## src/rtl/seq_div_if.sv

```systemverilog
// rtl/seq_div_if.sv - start/done handshake and operand/result bus for seq_div
interface seq_div_if;
  logic        start;
  logic [15:0] Pin;
  logic [7:0]  Bin;
  logic [7:0]  Aout;
  logic [7:0]  Rout;
  logic        busy;
  logic        done;
  logic        dz;
  logic        ovf;

  // Requester side: drives the operands and the start request
  modport master (
    output start, Pin, Bin,
    input  Aout, Rout, busy, done, dz, ovf
  );

  // Divider side: consumes operands, returns results and status
  modport slave (
    input  start, Pin, Bin,
    output Aout, Rout, busy, done, dz, ovf
  );
endinterface

```

## src/rtl/seq_div.sv

```systemverilog
// rtl/seq_div.sv - radix-2 restoring 16/8 unsigned divider, one step per clock
module seq_div (
  input  logic      clk,
  input  logic      rst_n,
  seq_div_if.slave  bus
);

  typedef enum logic [1:0] {
    S_IDLE = 2'd0,
    S_RUN  = 2'd1,
    S_DONE = 2'd2
  } state_t;

  state_t      state;
  state_t      state_nxt;

  logic [8:0]  rem_q;
  logic [7:0]  quo_q;
  logic [7:0]  div_q;
  logic [2:0]  cnt;

  logic [7:0]  aout_q;
  logic [7:0]  rout_q;
  logic        dz_q;
  logic        ovf_q;

  logic        div_err;
  logic [8:0]  shifted;
  logic [9:0]  diff;
  logic        borrow;
  logic [8:0]  rem_next;
  logic [7:0]  quo_next;

  // A zero divisor, or a high byte not below the divisor, cannot yield an 8-bit quotient
  assign div_err = (bus.Bin == 8'd0) || (bus.Pin[15:8] >= bus.Bin);

  // One restoring step: shift in the next dividend bit, trial-subtract, keep or restore
  assign shifted  = {rem_q[7:0], quo_q[7]};
  assign diff     = {1'b0, shifted} - {2'b00, div_q};
  assign borrow   = diff[9];
  assign rem_next = borrow ? shifted : diff[8:0];
  assign quo_next = {quo_q[6:0], ~borrow};

  // State register
  always_ff @(posedge clk or negedge rst_n) begin
    if (!rst_n) begin
      state <= S_IDLE;
    end else begin
      state <= state_nxt;
    end
  end

  // Next-state logic: start only matters in IDLE; RUN lasts exactly eight steps
  always_comb begin
    state_nxt = state;
    case (state)
      S_IDLE: begin
        if (bus.start) begin
          state_nxt = div_err ? S_DONE : S_RUN;
        end
      end
      S_RUN: begin
        if (cnt == 3'd7) begin
          state_nxt = S_DONE;
        end
      end
      S_DONE: begin
        state_nxt = S_IDLE;
      end
      default: begin
        state_nxt = S_IDLE;
      end
    endcase
  end

  // Datapath: capture on accept, iterate in RUN, publish results only when entering DONE
  always_ff @(posedge clk or negedge rst_n) begin
    if (!rst_n) begin
      rem_q  <= 9'd0;
      quo_q  <= 8'd0;
      div_q  <= 8'd0;
      cnt    <= 3'd0;
      aout_q <= 8'd0;
      rout_q <= 8'd0;
      dz_q   <= 1'b0;
      ovf_q  <= 1'b0;
    end else begin
      case (state)
        S_IDLE: begin
          if (bus.start) begin
            if (div_err) begin
              aout_q <= 8'hFF;
              rout_q <= 8'hFF;
              dz_q   <= (bus.Bin == 8'd0);
              ovf_q  <= (bus.Bin != 8'd0);
            end else begin
              rem_q <= {1'b0, bus.Pin[15:8]};
              quo_q <= bus.Pin[7:0];
              div_q <= bus.Bin;
              cnt   <= 3'd0;
            end
          end
        end
        S_RUN: begin
          rem_q <= rem_next;
          quo_q <= quo_next;
          cnt   <= cnt + 3'd1;
          if (cnt == 3'd7) begin
            aout_q <= quo_next;
            rout_q <= rem_next[7:0];
            dz_q   <= 1'b0;
            ovf_q  <= 1'b0;
          end
        end
        default: begin
        end
      endcase
    end
  end

  assign bus.Aout = aout_q;
  assign bus.Rout = rout_q;
  assign bus.dz   = dz_q;
  assign bus.ovf  = ovf_q;
  assign bus.busy = (state == S_RUN);
  assign bus.done = (state == S_DONE);

endmodule
```

## src/flat_wrapper.sv

```systemverilog
// flat-port wrapper written by rule: the top's interface ports become plain ports
module seq_div_flat 
  (clk, rst_n, bus_start, bus_Pin, bus_Bin, bus_Aout, bus_Rout, bus_busy, bus_done, bus_dz, bus_ovf);
  seq_div_if bus_i ();
  input  logic clk;
  input  logic rst_n;
  input wire logic [$bits(bus_i.start)-1:0] bus_start;
  input wire logic [$bits(bus_i.Pin)-1:0] bus_Pin;
  input wire logic [$bits(bus_i.Bin)-1:0] bus_Bin;
  output wire logic [$bits(bus_i.Aout)-1:0] bus_Aout;
  output wire logic [$bits(bus_i.Rout)-1:0] bus_Rout;
  output wire logic [$bits(bus_i.busy)-1:0] bus_busy;
  output wire logic [$bits(bus_i.done)-1:0] bus_done;
  output wire logic [$bits(bus_i.dz)-1:0] bus_dz;
  output wire logic [$bits(bus_i.ovf)-1:0] bus_ovf;
  assign bus_i.start = bus_start;
  assign bus_i.Pin = bus_Pin;
  assign bus_i.Bin = bus_Bin;
  assign bus_Aout = bus_i.Aout;
  assign bus_Rout = bus_i.Rout;
  assign bus_busy = bus_i.busy;
  assign bus_done = bus_i.done;
  assign bus_dz = bus_i.dz;
  assign bus_ovf = bus_i.ovf;
  seq_div u_core (.clk(clk), .rst_n(rst_n), .bus(bus_i));
endmodule
```

## config.mk

```make
export PLATFORM = sky130hd
export DESIGN_NAME = seq_div_flat
export DESIGN_NICKNAME = d
export VERILOG_FILES = /design/src/rtl/seq_div_if.sv /design/src/rtl/seq_div.sv /design/src/flat_wrapper.sv
export SDC_FILE = /design/constraint.sdc
export NUM_CORES = 1
export LEC_CHECK = 0
export ABC_AREA = 1
export CAP_MARGIN = 20
export CELL_PAD_IN_SITES_DETAIL_PLACEMENT = 1
export CELL_PAD_IN_SITES_GLOBAL_PLACEMENT = 1
export CORE_MARGIN = 5
export CORE_UTILIZATION = 42
export CTS_CLUSTER_DIAMETER = 200
export DETAILED_ROUTE_END_ITERATION = 8
export HOLD_SLACK_MARGIN = 0.03
export PLACE_DENSITY_LB_ADDON = 0.25
export SLEW_MARGIN = 20
export SYNTH_ARGS = -nofsm -noshare
export SYNTH_HDL_FRONTEND = slang
export SYNTH_SLANG_ARGS = --single-unit
```

## constraint.sdc

```tcl
create_clock -name clk -period 4.2 [get_ports clk]
set_clock_uncertainty 0.15 [all_clocks]
set_input_delay 0.84 -clock clk [delete_from_list [all_inputs] [get_ports clk]]
set_output_delay 0.84 -clock clk [all_outputs]
set_load 0.02 [all_outputs]
```

======== After elaboration in Yosys (flattened, before gate mapping) ========
Index checks and enable logic that the tools add are counted.
storage, ports and cells
  register bits ........................... 47
  input port bits ......................... 27
  output and inout port bits .............. 20
cells by class
  $add $sub $neg .......................... 2
  $lt $le $gt $ge ......................... 1
  eq/ne operators ......................... 7
  muxes and demuxes ....................... 27
  bitwise gates (word level) .............. 2
  reduce and logical (&&, ||, !) cells .... 9
operators by type and width
  operator                                        count
  2-to-1 mux 8 bit                                9
  one-hot mux 8 bit (2 select lines)              4
  subtractor 9 x 8 -> 10 bit                      1
  >= comparator 8 bit                             1
  zero test 8 bit                                 1
  nonzero test 8 bit                              1
  2-to-1 mux 2 bit                                3
  2-to-1 mux 3 bit                                2
  one-hot mux 3 bit (2 select lines)              1
  AND reduction 3 bit                             2
  2-to-1 mux 1 bit                                5
  != test 2 x 1 -> 1 bit (second input constant)  2
  != test 2 bit (second input constant)           2
  one-hot mux 1 bit (2 select lines)              2
  one-hot mux 2 bit (2 select lines)              1
  AND reduction 4 bit                             1
  adder 3 x 1 -> 3 bit (second input constant)    1
  == test 3 bit (second input constant)           1
  == test 2 x 1 -> 1 bit (second input constant)  1
  == test 2 bit (second input constant)           1
  zero test 2 bit                                 1
  inverter 1 bit                                  2
  AND reduction 2 bit                             1
  nonzero test 2 bit                              1
  logical OR 1 bit                                1

======== Depth between registers and ports, before layout ========
  word-level depth ........................ 5
  mapped depth ............................ 14

======== Least setup slack after synthesis ========
OpenSTA, ideal clock, no wires.
  path type ............................... input to register
  start point ............................. input bus_Bin[7]
  end point ............................... register u_core.div_q[6]
  arrival time ............................ 2.036 ns
  setup slack ............................. 1.892 ns
  stages .................................. 11
  buffers on the path ..................... 1
  cells stage by stage .................... inv_1 -> ha_1 -> a21oi_1 -> nand2_1 -> nor2_4 -> nand3_2 -> inv_2 -> nand2_4 -> buf_6 -> nand2_1 -> o21ai_1
on the way
  word-level cells in the longest chain between the ends .. 4
  elaborated cells between the ends (all ways) .. 5
  those cells by class .................... order compare: 1; bitwise: 1; reduce/logical: 3
ends and longest elaborated chain
  element                                                        RTL line           text
  from (decl)                                                    flat_wrapper.sv:9  input wire logic [$bits(bus_i.Bin)-1:0] bus_Bin;
  >= comparator 8 bit / zero test 8 bit (equally long branches)  seq_div.sv:35      assign div_err = (bus.Bin == 8'd0) || (bus.Pin[15:8] >= bus.Bin);
  logical OR 1 bit *                                             seq_div.sv:35
  inverter 1 bit (no line) *                                     --
  AND reduction 3 bit (no line) *                                --
  to (signal assigned)                                           seq_div.sv:99      div_q <= bus.Bin;
  to (decl)                                                      seq_div.sv:19      logic [7:0] div_q;
Mark *: on every way between the ends. The rest lies on a longest branch, timed or not.
A chain may end at the register's enable or synchronous reset.

======== Worst setup path in the final report ========
  start point ............................. input bus_Bin[7]
  end point ............................... register u_core.aout_q[3], in the netlist u_core.bus.Aout[3]
on the way
  word-level cells in the longest chain between the ends .. 4
  elaborated cells between the ends (all ways) .. 5
  those cells by class .................... order compare: 1; eq/ne: 1; reduce/logical: 3
ends and longest elaborated chain
  element                                                        RTL line        text
  >= comparator 8 bit / zero test 8 bit (equally long branches)  seq_div.sv:35
  logical OR 1 bit *                                             seq_div.sv:35
  != test 2 x 1 -> 1 bit (no line) *                             --
  AND reduction 4 bit (no line) *                                --
  to (signal assigned)                                           seq_div.sv:109  aout_q <= quo_next;
  to (decl)                                                      seq_div.sv:22   logic [7:0] aout_q;
Marked as above.

==> results.yml <==
run_status:
  status: "completed"
clock_network:
  holdBufCountCts: 0
  cts_resized: 0
  ctsLongestPathBuffers: 2
  htreeDepth: 2
  cts_tree: "built"
  cts_setup_buffers: 0
  clkSinkCount: 47
  path_clk_slew_ns: 0.08
  root_buffer: "clkbuf_8"
  numCtsBuffers: 5
  insertion_delay_ns: 0.30
floorplanning:
  start_util: 0.429
  num_rows: 30
  die_w_um: 93.4
  die_area_sq_um: 8710
  die_h_um: 93.4
  io_pins: 47
  core_area_sq_um: 6790
placed_design:
  pre_cts_slack_ns: 1.09
  port_buffers: 46
  gp_congestion: 0.827
  dpl.hpwl_um: 6290
synthesis:
  synth_warnings: 0
  ys_seq_elements: 47
  synth_area_leader_cell: "dfrtp_1"
  ys_seq_area_frac: 0.403
  synth_area_leaders: "dfrtp_1 (40%), nand2_1 (16%), ha_1 (7.7%), nand3_1 (6.9%), inv_1 (5.5%)"
  synthCells: 379
  synth_ff_type: "dfrtp_1"
  yosysTopAreaCellShare: 0.403
  netlist_area_sq_um: 2920
  syn_nets: 425
  syn_avg_cell_area_sq_um: 7.70
  synth_edf_count: 0
  synthArstFlopShare: 1.00
  ys_types: 31
power_and_ir_drop:
  powerDensity_nw_per_um2: 854
  power_mw: 2.99
  p_int_mw: 1.50
  p_switching_mw: 1.49
  ir_drop_v: 0.000376
  seqPwrFrac: 0.281
  p_sw_frac: 0.497
  p_clk_frac: 0.086
  p_leak_nw: 1.78
  p_comb_frac: 0.633
timing:
  tightest_slew_ns: 0.604
  timing.final.max_slew_violations: 0
  setup_viol: 0
  rsz0062_at_grt: "false"
  setup_ws_ns: 1.41
  setup_tns_ns: 0
  hold_viol: 0
  period_share: 0.665
  min_period_ns: 2.79
  maxSlewHeadroom: 0.598
  maxClockFrequency_ghz: 0.358
drt:
  vias_per_cell: 5.02
  wl_per_cell_um: 15.5
  drc: 0
  ant_nets: 0
  wl_um: 8010
  dr.pass1.iters: 5
  drt-initial-drc-count: 79
  vias: 2595
finish:
  syn2layout_area_growth_pct: 20.1
  diodes: 0
  final_common_cell: "nand2_1"
  finalNetCount: 468
  drive_gt1_frac: 0.0855
  final_cell_mix: "nand2_1 (123), dfrtp_1 (47), clkdlybuf4s50_1 (45), inv_1 (43), nand3_1 (40)"
worst_hold_path:
  min_path_cells: 2
  hold_class: "reg2reg"
global_route:
  grt_max_degree: 48
  overflow: 0
  antenna_found_initial: 0
  track_usage: 0.198
  grt_pass1_vias: 2829
  grt_pass1_wl_um: 13700
critical_path:
  cp_data_required_time_ns: 4.24
  start_kind: "input port"
  crit_fanout: 26
  worstSetupEndpointType: "flop"
  crit_arrival_ns: 2.83
  r2r_cells: 9
  criticalPathCategory: "in2reg"
flow_run:
  cap_violations: 0
==> final cells by class <==
cell class              count  area (sq um)
clock buffers               5          68.8
fillers                   862          3290
well taps                  96           120
inverters                  46           175
flip-flops and latches     47          1180
repair buffers             47           465
multi-input cells         275          1490
clock inverters             1          7.51
==> path summary, 6_finish.rpt <==
path,end,start,slack (ns)
min in group asynchronous,u_core.bus.dz$_DFFE_PN0P_,rst_n,0.38
hold reg to reg,u_core.bus.Aout[2]$_DFFE_PN0P_,u_core.bus.Aout[2]$_DFFE_PN0P_,0.34
setup / recovery,u_core.bus.Aout[3]$_DFFE_PN0P_,bus_Bin[7],1.41
setup reg to reg,u_core.bus.Aout[3]$_DFFE_PN0P_,u_core.state[1]$_DFFE_PN0P_,1.96
hold / removal,u_core.bus.Aout[2]$_DFFE_PN0P_,u_core.bus.Aout[2]$_DFFE_PN0P_,0.34
max in group asynchronous,u_core.rem_q[2]$_DFFE_PN0P_,rst_n,3.09
==> stage by stage <==
stage | instances | util | hold WS [ns] | area (sq um)
3_3_place_gp | 511 | 0.504 | 0.316 | 3430
3_5_place_dp | 511 | 0.504 | 0.317 | 3430
5_1_grt | 517 | 0.516 | 0.365 | 3500
6_report | 517 | 0.516 | 0.335 | 3500
2_1_floorplan | 379 | - | 0.298 | 2920
4_1_cts | 517 | 0.515 | 0.339 | 3500
==> registers in the layout, indices dropped and copies added, names as in the netlist <==
signal,count
u_core.bus.Aout,8
u_core.bus.Rout,8
u_core.bus.dz,1
u_core.bus.ovf,1
u_core.cnt,3
u_core.div_q,8
u_core.quo_q,8
u_core.rem_q,8
u_core.state,2
==> cell usage after synthesis, types with 4 or more instances <==
master and n:
dfrtp_1 47, nor2_4 4, nand4_1 9, nor2_2 4
nor2_1 25, o21ai_0 6, ha_1 18, or2_2 8
inv_1 43, nand3_1 40, buf_2 6, nand2_1 123
a21oi_1 5, o21ai_1 14
==> per-layer routing <==
layer	global-route usage	wire length [um]	share of wire	vias to the layer above
met1	0.241	3480	0.43	1263
met4	0.0440	92	0.011	0
met2	0.364	4190	0.52	37
li1	-	-	-	1286
met3	0.0298	254	0.032	9
met5	0	0	0	-
==> kinds of logic (layout without fill, tap and decap cells) <==
logic type | count (synthesis) | in the layout | share of synthesized area
DFF | 47 | 47 | 0.403
adders and majority gates | 19 | 19 | 0.0840
AOI/OAI and AO/OA | 30 | 30 | 0.0587
buffers and inverters | 57 | 99 | 0.0858
xor gates and xnor gates | 3 | 3 | 0.00901
and+or+nand+nor | 223 | 223 | 0.359
==> power by group through the flow <==
stage	Sequential [mW]	Combinational [mW]	Clock, mW
after floorplan	0.906	1.26	0
after global placement	0.839	1.82	0
final	0.840	1.90	0.258
after global routing	0.869	2.13	0.287
after detailed placement	0.848	1.91	0
after CTS	0.842	1.92	0.267
==> critical path, cell delays in order <==
cell	delay (ns)
clkdlybuf4s50_1	0.46
inv_1	0.08
ha_1	0.34
a21oi_1	0.16
nand2_1	0.10
nor2_4	0.13
nand3_2	0.13
nand2_4	0.26
inv_2	0.17
nand2_1	0.09
nand2_1	0.06
Power figures use the tool's default switching activity.
